==> src/rtl/piso_tx5.sv <==
// -----------------------------------------------------------------------------
// piso_tx5 -- parallel-in serial-out transmitter
//
// Accepts a WIDTH-bit word through a valid/ready handshake and shifts it out
// one bit per clock with valid and last-bit framing. A new word can be taken
// during the last-bit cycle of the current one, so words stream with no gap.
//
// Parameters:
//   WIDTH      word width in bits (2..16)
//   LSB_FIRST  1: bit 0 goes out first, 0: bit WIDTH-1 goes out first
//
// Ports:
//   clock       system clock, all state updates on posedge
//   reset       asynchronous active-high reset
//   i           parallel word, sampled only on an accepted load
//   load_valid  producer offers i this cycle
//   load_ready  transmitter can accept a word this cycle
//   sout        serial data bit (registered, 0 when not valid)
//   sout_valid  sout carries a valid bit (registered)
//   sout_last   sout is the final bit of the word (registered)
//   busy        word in flight, same as sout_valid
// -----------------------------------------------------------------------------
module piso_tx5 #(
    parameter int WIDTH     = 5,
    parameter bit LSB_FIRST = 1'b1
) (
    input  logic             clock,
    input  logic             reset,
    input  logic [WIDTH-1:0] i,
    input  logic             load_valid,
    output logic             load_ready,
    output logic             sout,
    output logic             sout_valid,
    output logic             sout_last,
    output logic             busy
);

    localparam int CNT_W = $clog2(WIDTH);

    localparam logic [0:0]       IDLE     = 1'b0;
    localparam logic [0:0]       SHIFT    = 1'b1;
    localparam logic [CNT_W-1:0] CNT_LAST = CNT_W'(WIDTH - 1);

    logic [0:0]       state_r;
    logic [WIDTH-1:0] sh_r;
    logic [CNT_W-1:0] cnt_r;
    logic             sout_r;
    logic             sout_valid_r;
    logic             sout_last_r;

    logic [0:0]       state_s;
    logic [WIDTH-1:0] sh_s;
    logic [CNT_W-1:0] cnt_s;
    logic             sout_s;
    logic             sout_valid_s;
    logic             sout_last_s;
    logic             load_ready_s;
    logic             accept_s;

    // Handshake: ready when idle or on the last bit, never while reset is held.
    always_comb begin
        load_ready_s = ~reset & ((state_r == IDLE) | sout_last_r);
        accept_s     = load_valid & load_ready_s;
    end

    // Next-state logic. sh holds the whole word; the bit after the one on
    // sout always sits one position in from the output end of sh.
    always_comb begin
        state_s      = state_r;
        sh_s         = sh_r;
        cnt_s        = cnt_r;
        sout_s       = sout_r;
        sout_valid_s = sout_valid_r;
        sout_last_s  = sout_last_r;
        if (accept_s) begin
            state_s      = SHIFT;
            sh_s         = i;
            cnt_s        = {CNT_W{1'b0}};
            sout_s       = LSB_FIRST ? i[0] : i[WIDTH-1];
            sout_valid_s = 1'b1;
            sout_last_s  = ({CNT_W{1'b0}} == CNT_LAST);
        end else begin
            case (state_r)
                SHIFT: begin
                    if (sout_last_r) begin
                        state_s      = IDLE;
                        sh_s         = {WIDTH{1'b0}};
                        cnt_s        = {CNT_W{1'b0}};
                        sout_s       = 1'b0;
                        sout_valid_s = 1'b0;
                        sout_last_s  = 1'b0;
                    end else begin
                        cnt_s        = cnt_r + CNT_W'(1);
                        sout_s       = LSB_FIRST ? sh_r[1] : sh_r[WIDTH-2];
                        sh_s         = LSB_FIRST ? {1'b0, sh_r[WIDTH-1:1]}
                                                 : {sh_r[WIDTH-2:0], 1'b0};
                        sout_valid_s = 1'b1;
                        sout_last_s  = ((cnt_r + CNT_W'(1)) == CNT_LAST);
                    end
                end
                IDLE: begin
                    state_s      = IDLE;
                    sout_s       = 1'b0;
                    sout_valid_s = 1'b0;
                    sout_last_s  = 1'b0;
                end
                default: begin
                    state_s      = IDLE;
                    sh_s         = {WIDTH{1'b0}};
                    cnt_s        = {CNT_W{1'b0}};
                    sout_s       = 1'b0;
                    sout_valid_s = 1'b0;
                    sout_last_s  = 1'b0;
                end
            endcase
        end
    end

    // State and output registers with asynchronous clear.
    always_ff @(posedge clock or posedge reset) begin
        if (reset) begin
            state_r      <= IDLE;
            sh_r         <= {WIDTH{1'b0}};
            cnt_r        <= {CNT_W{1'b0}};
            sout_r       <= 1'b0;
            sout_valid_r <= 1'b0;
            sout_last_r  <= 1'b0;
        end else begin
            state_r      <= state_s;
            sh_r         <= sh_s;
            cnt_r        <= cnt_s;
            sout_r       <= sout_s;
            sout_valid_r <= sout_valid_s;
            sout_last_r  <= sout_last_s;
        end
    end

    assign load_ready = load_ready_s;
    assign sout       = sout_r;
    assign sout_valid = sout_valid_r;
    assign sout_last  = sout_last_r;
    assign busy       = sout_valid_r;

endmodule

==> config.mk <==
export PLATFORM = sky130hd
export DESIGN_NAME = piso_tx5
export DESIGN_NICKNAME = d
export VERILOG_FILES = /design/src/rtl/piso_tx5.sv
export SDC_FILE = /design/constraint.sdc
export NUM_CORES = 1
export LEC_CHECK = 0
export CORE_AREA = 2 2 39 41
export CTS_CLUSTER_DIAMETER = 30
export DETAILED_ROUTE_END_ITERATION = 10
export DIE_AREA = 0 0 41 43
export GPL_ROUTABILITY_DRIVEN = 0
export HOLD_SLACK_MARGIN = 0.02
export PLACE_DENSITY = 0.6
export SYNTH_ARGS = -nofsm -noshare
export SYNTH_HDL_FRONTEND = slang
export SYNTH_SLANG_ARGS = --single-unit
==> constraint.sdc <==
create_clock -name clock -period 1.8 [get_ports clock]
set_input_delay 0.27 -clock clock [delete_from_list [all_inputs] [get_ports clock]]
set_output_delay 0.27 -clock clock [all_outputs]
set_load 0.02 [all_outputs]
---- Yosys cells after proc, flatten, opt, wreduce, memory -nomap -nowiden ----
Index checks and enable logic that the tools add are counted.
storage, ports and cells
  flip-flop bits (word level) ............. 11
  output and inout port bits .............. 5
cells by class
  $add $sub $neg .......................... 1
  equality and inequality tests ........... 1
  multiplexer cells ....................... 15
  bitwise logic cells ..................... 5
  reductions and logical operators ........ 1
operators by type and width
  cell                   number
  $mux W5                2
  $mux W3                3
  $mux W1                6
  $pmux W1 S2            3
  $mux W4                1
  $add A3 B1 Y3 const B  1
  $eq A3 B3 Y1 const B   1
  $and A1 B1 Y1          2
  $not A1 Y1             2
  $reduce_bool A2 Y1     1
  $or A1 B1 Y1           1

---- Logic depth before layout (Yosys ltp) ----
  depth after elaboration ................. 5
  gate-level depth with buffers ........... 4
  mapped depth without buffers ............ 3

---- Least setup slack after synthesis ----
Ideal clock, no wire load.
  kind .................................... register -> output
  start point ............................. reg, netlist name busy
  end point ............................... out load_ready
  data arrival time ....................... 1.033 ns
  data required time ...................... 1.530 ns
  setup slack ............................. 0.497 ns
  stages on the path, launching flop included .. 3
  path buffers ............................ 0
  cells stage by stage .................... dfrtp_1 -> and2b_4 -> nor2_1
RTL lines
  element    RTL line  RTL
  to (decl)  31        output logic load_ready,

---- Worst setup path in the final report ----
  start point ............................. reg sout_valid_r, in the netlist busy
  end point ............................... out busy
RTL lines
  element                 RTL line  RTL
  from (decl)             48        logic sout_valid_r;
  from (signal assigned)  133       sout_valid_r <= sout_valid_s;
  to (decl)               35        output logic busy
No word-level cell between the ends.

==> flow_metrics.env <==
export IMPL_outcome="finished clean"
export IMPL_rsz0062_at_grt="false"
export IMPL_grt_remaining_overflow=0
export IMPL_fin_skew_ps=5.45
export IMPL_peakVddDrop_mv=0.511
export IMPL_grt_pass1_wl_mm=1.62
export IMPL_coreArea_sq_um=1380
export IMPL_critPathArrivalTime_ps=1400
export IMPL_vias=380
export IMPL_first_iter_violations=7
export IMPL_wirelength_um=955
export IMPL_relSlewSlack_pct=74.0
export IMPL_async_reset_ff_share_pct=100
export IMPL_die_height_um=43
export IMPL_drc=0
export IMPL_synth_compound_area_share_pct=15.6
export IMPL_slew_viol_final=0
export IMPL_design_die_area_sq_um=1760
export IMPL_firstDrtPassIters=4
export IMPL_clock_latency_ps=270
export IMPL_synthAdderAreaFrac_pct=5.28
export IMPL_synth_seq_area_share_pct=52.8
export IMPL_grt_max_degree=11
export IMPL_port_buffers=12
export IMPL_clkSlewWorstSetupHoldPaths_ps=70
export IMPL_fmaxAchievable_mhz=599
export IMPL_yosys_area_top_type_share_pct=52.8
export IMPL_hp_class="input port to async pin"
export IMPL_avgViaCountPerCell=4.87
export IMPL_fin_cells=78
export IMPL_synth_area_leader_cell="dfrtp_1"
export IMPL_startpoint_type="flip-flop"
export IMPL_synth_top_family_by_area="simple AND/OR/NAND/NOR gates"
export IMPL_yosys_area_share_simple_pct=17.9
export IMPL_fin_crit_ps=1670
export IMPL_fin_crit_sh_pct=92.8
export IMPL_cts_buffers_inserted=3
export IMPL_maxCapViolations=0
export IMPL_dieWidth_um=41
export IMPL_syn_to_final_growth_pct=37.7
export IMPL_yosysMostFrequentCell="dfrtp_1"
export IMPL_tightest_slew_ps=389
export IMPL_setup_viol=0
export IMPL_cts_path_max_buffers=2
export IMPL_synth_edff_count=0
export IMPL_syn_num_nets=55
export IMPL_rows=14
export IMPL_synth_top_cells_by_count="dfrtp_1 (10), nand2_1 (9), a32oi_1 (3), o211ai_1 (3)"
export IMPL_synth_area_per_cell_sq_um=10.5
export IMPL_final_nets=73
export IMPL_synthCells=45
export IMPL_path_class="flip-flop to output pin"
export IMPL_cp_max_fo=8
export IMPL_drive_gt1_share_pct=16.1
export IMPL_synth_ff_type="dfrtp_1"
export IMPL_root_buffer="clkbuf_4"
export IMPL_grt_use_total_pct=14.8
export IMPL_leakagePower_nw=0.316
export IMPL_tns_ps=0
export IMPL_dp_cells=74
export IMPL_cts_setup_buffers=0
export IMPL_ant_nets=0
export IMPL_htree_levels=1
export IMPL_syn_area_sq_um=474
export IMPL_wl_per_cell_um=12.2
export IMPL_muxShareOfSynthArea_pct=2.11
export IMPL_yosys_top_cells_area="dfrtp_1 (53%), nand2_1 (7.1%), a32oi_1 (5.5%)"
export IMPL_cts_sinks=10
export IMPL_diodes=0
export IMPL_start_util_pct=34.3
export IMPL_worstSetupEndpointType="output pin"
export IMPL_synth_seq_cells=10
export IMPL_dp_hpwl_um=665
export IMPL_p_per_area_nw_per_um2=1490
export IMPL_required_ps=1530
export IMPL_ios=13
export IMPL_synth_cell_type_count=19
export IMPL_hold_viol=0
export IMPL_grt_pass1_vias=365
export IMPL_yosys_warnings=0
export IMPL_finish_utilization_pct=47.2
export IMPL_antenna_found_initial=0
export IMPL_synthXorXnorAreaFrac_pct=0
export IMPL_cts_tree="done"
## final cells by class
cell class | count | area (sq um)
Fill cell | 144 | 731
Clock buffer | 4 | 36.3
Tap cell | 16 | 20.0
Timing Repair Buffer | 15 | 141
Inverter | 3 | 11.3
Sequential cell | 10 | 250
Multi-Input combinational cell | 30 | 194
## layout by cell type, fill, tap and decap left out
master,n
a32oi_1,3
and2_1,1
and2b_4,1
buf_4,3
clkbuf_4,3
clkbuf_8,1
clkdlybuf4s50_1,11
dfrtp_1,10
dlygate4sd2_1,1
ha_1,2
inv_1,2
inv_2,1
mux2i_1,1
nand2_1,9
nand2b_1,2
nand3_1,2
nor2_1,1
nor2b_2,1
o211ai_1,3
o21ai_1,2
o22ai_1,1
o32ai_1,1
## worst max-delay path: stages (launching register included)
cell and delay [ps]:
dfrtp_1 360, buf_4 160, clkdlybuf4s50_1 610
## registers in the layout, summed over array words and instances, names as in the netlist
| register | count |
|---|---|
| busy | 1 |
| sout_last | 1 |
| sout | 1 |
| cnt_r | 3 |
| sh_r | 4 |
## path summary, 6_finish.rpt
kind | slack, ps | startpoint | endpoint | cells after the start
min in group clock | 480 | sh_r[1] | sout | 2
setup / recovery | 130 | busy | busy | 2
setup reg to reg | 750 | cnt_r[0] | cnt_r[2] | 3
max in group asynchronous | 1080 | reset | sh_r[3] | 3
hold / removal | 440 | reset | sout_last | 3
hold reg to reg | 480 | sh_r[1] | sout | 2
## stage by stage
stage,setup slack [ps],power [mW],hold WS [ps],cell area [sq um]
after floorplan,497,0.616,110,474
after global placement,142,0.777,459,618
after detailed placement,136,0.781,464,618
after CTS,126,0.984,462,653
after global routing,77.3,1.06,499,653
final,129,0.976,443,653
## logic make-up (layout without fill, tap and decap cells)
kind of cell    after synthesis  after routing
simple gates                 17             17
compound gates               10             10
flops                        10             10
buf+inv                       5             22
fa+ha+maj                     2              2
mux                           1              1
## where the power goes
group          switching, mW  total [mW]  internal [mW]
clock network         0.0855       0.208          0.123
logic                  0.224       0.420          0.196
registers             0.0391       0.348          0.309
## metal layers
| layer | wire, um | vias to the layer above | GRT usage (%) |
|---|---|---|---|
| met3 | 50 | 4 | 6.28 |
| met1 | 480 | 170 | 18.6 |
| met2 | 383 | 12 | 17.8 |
| met5 | 0 | - | 0 |
| met4 | 40 | 0 | 14.0 |
| li1 | - | 194 | - |
## what timing repair did
action                                  4_1_cts  5_1_grt
gates resized for setup                       1        0
endpoints found under the setup margin        1        0
hold buffers                                  0        0
Power figures use the tool's default switching activity.
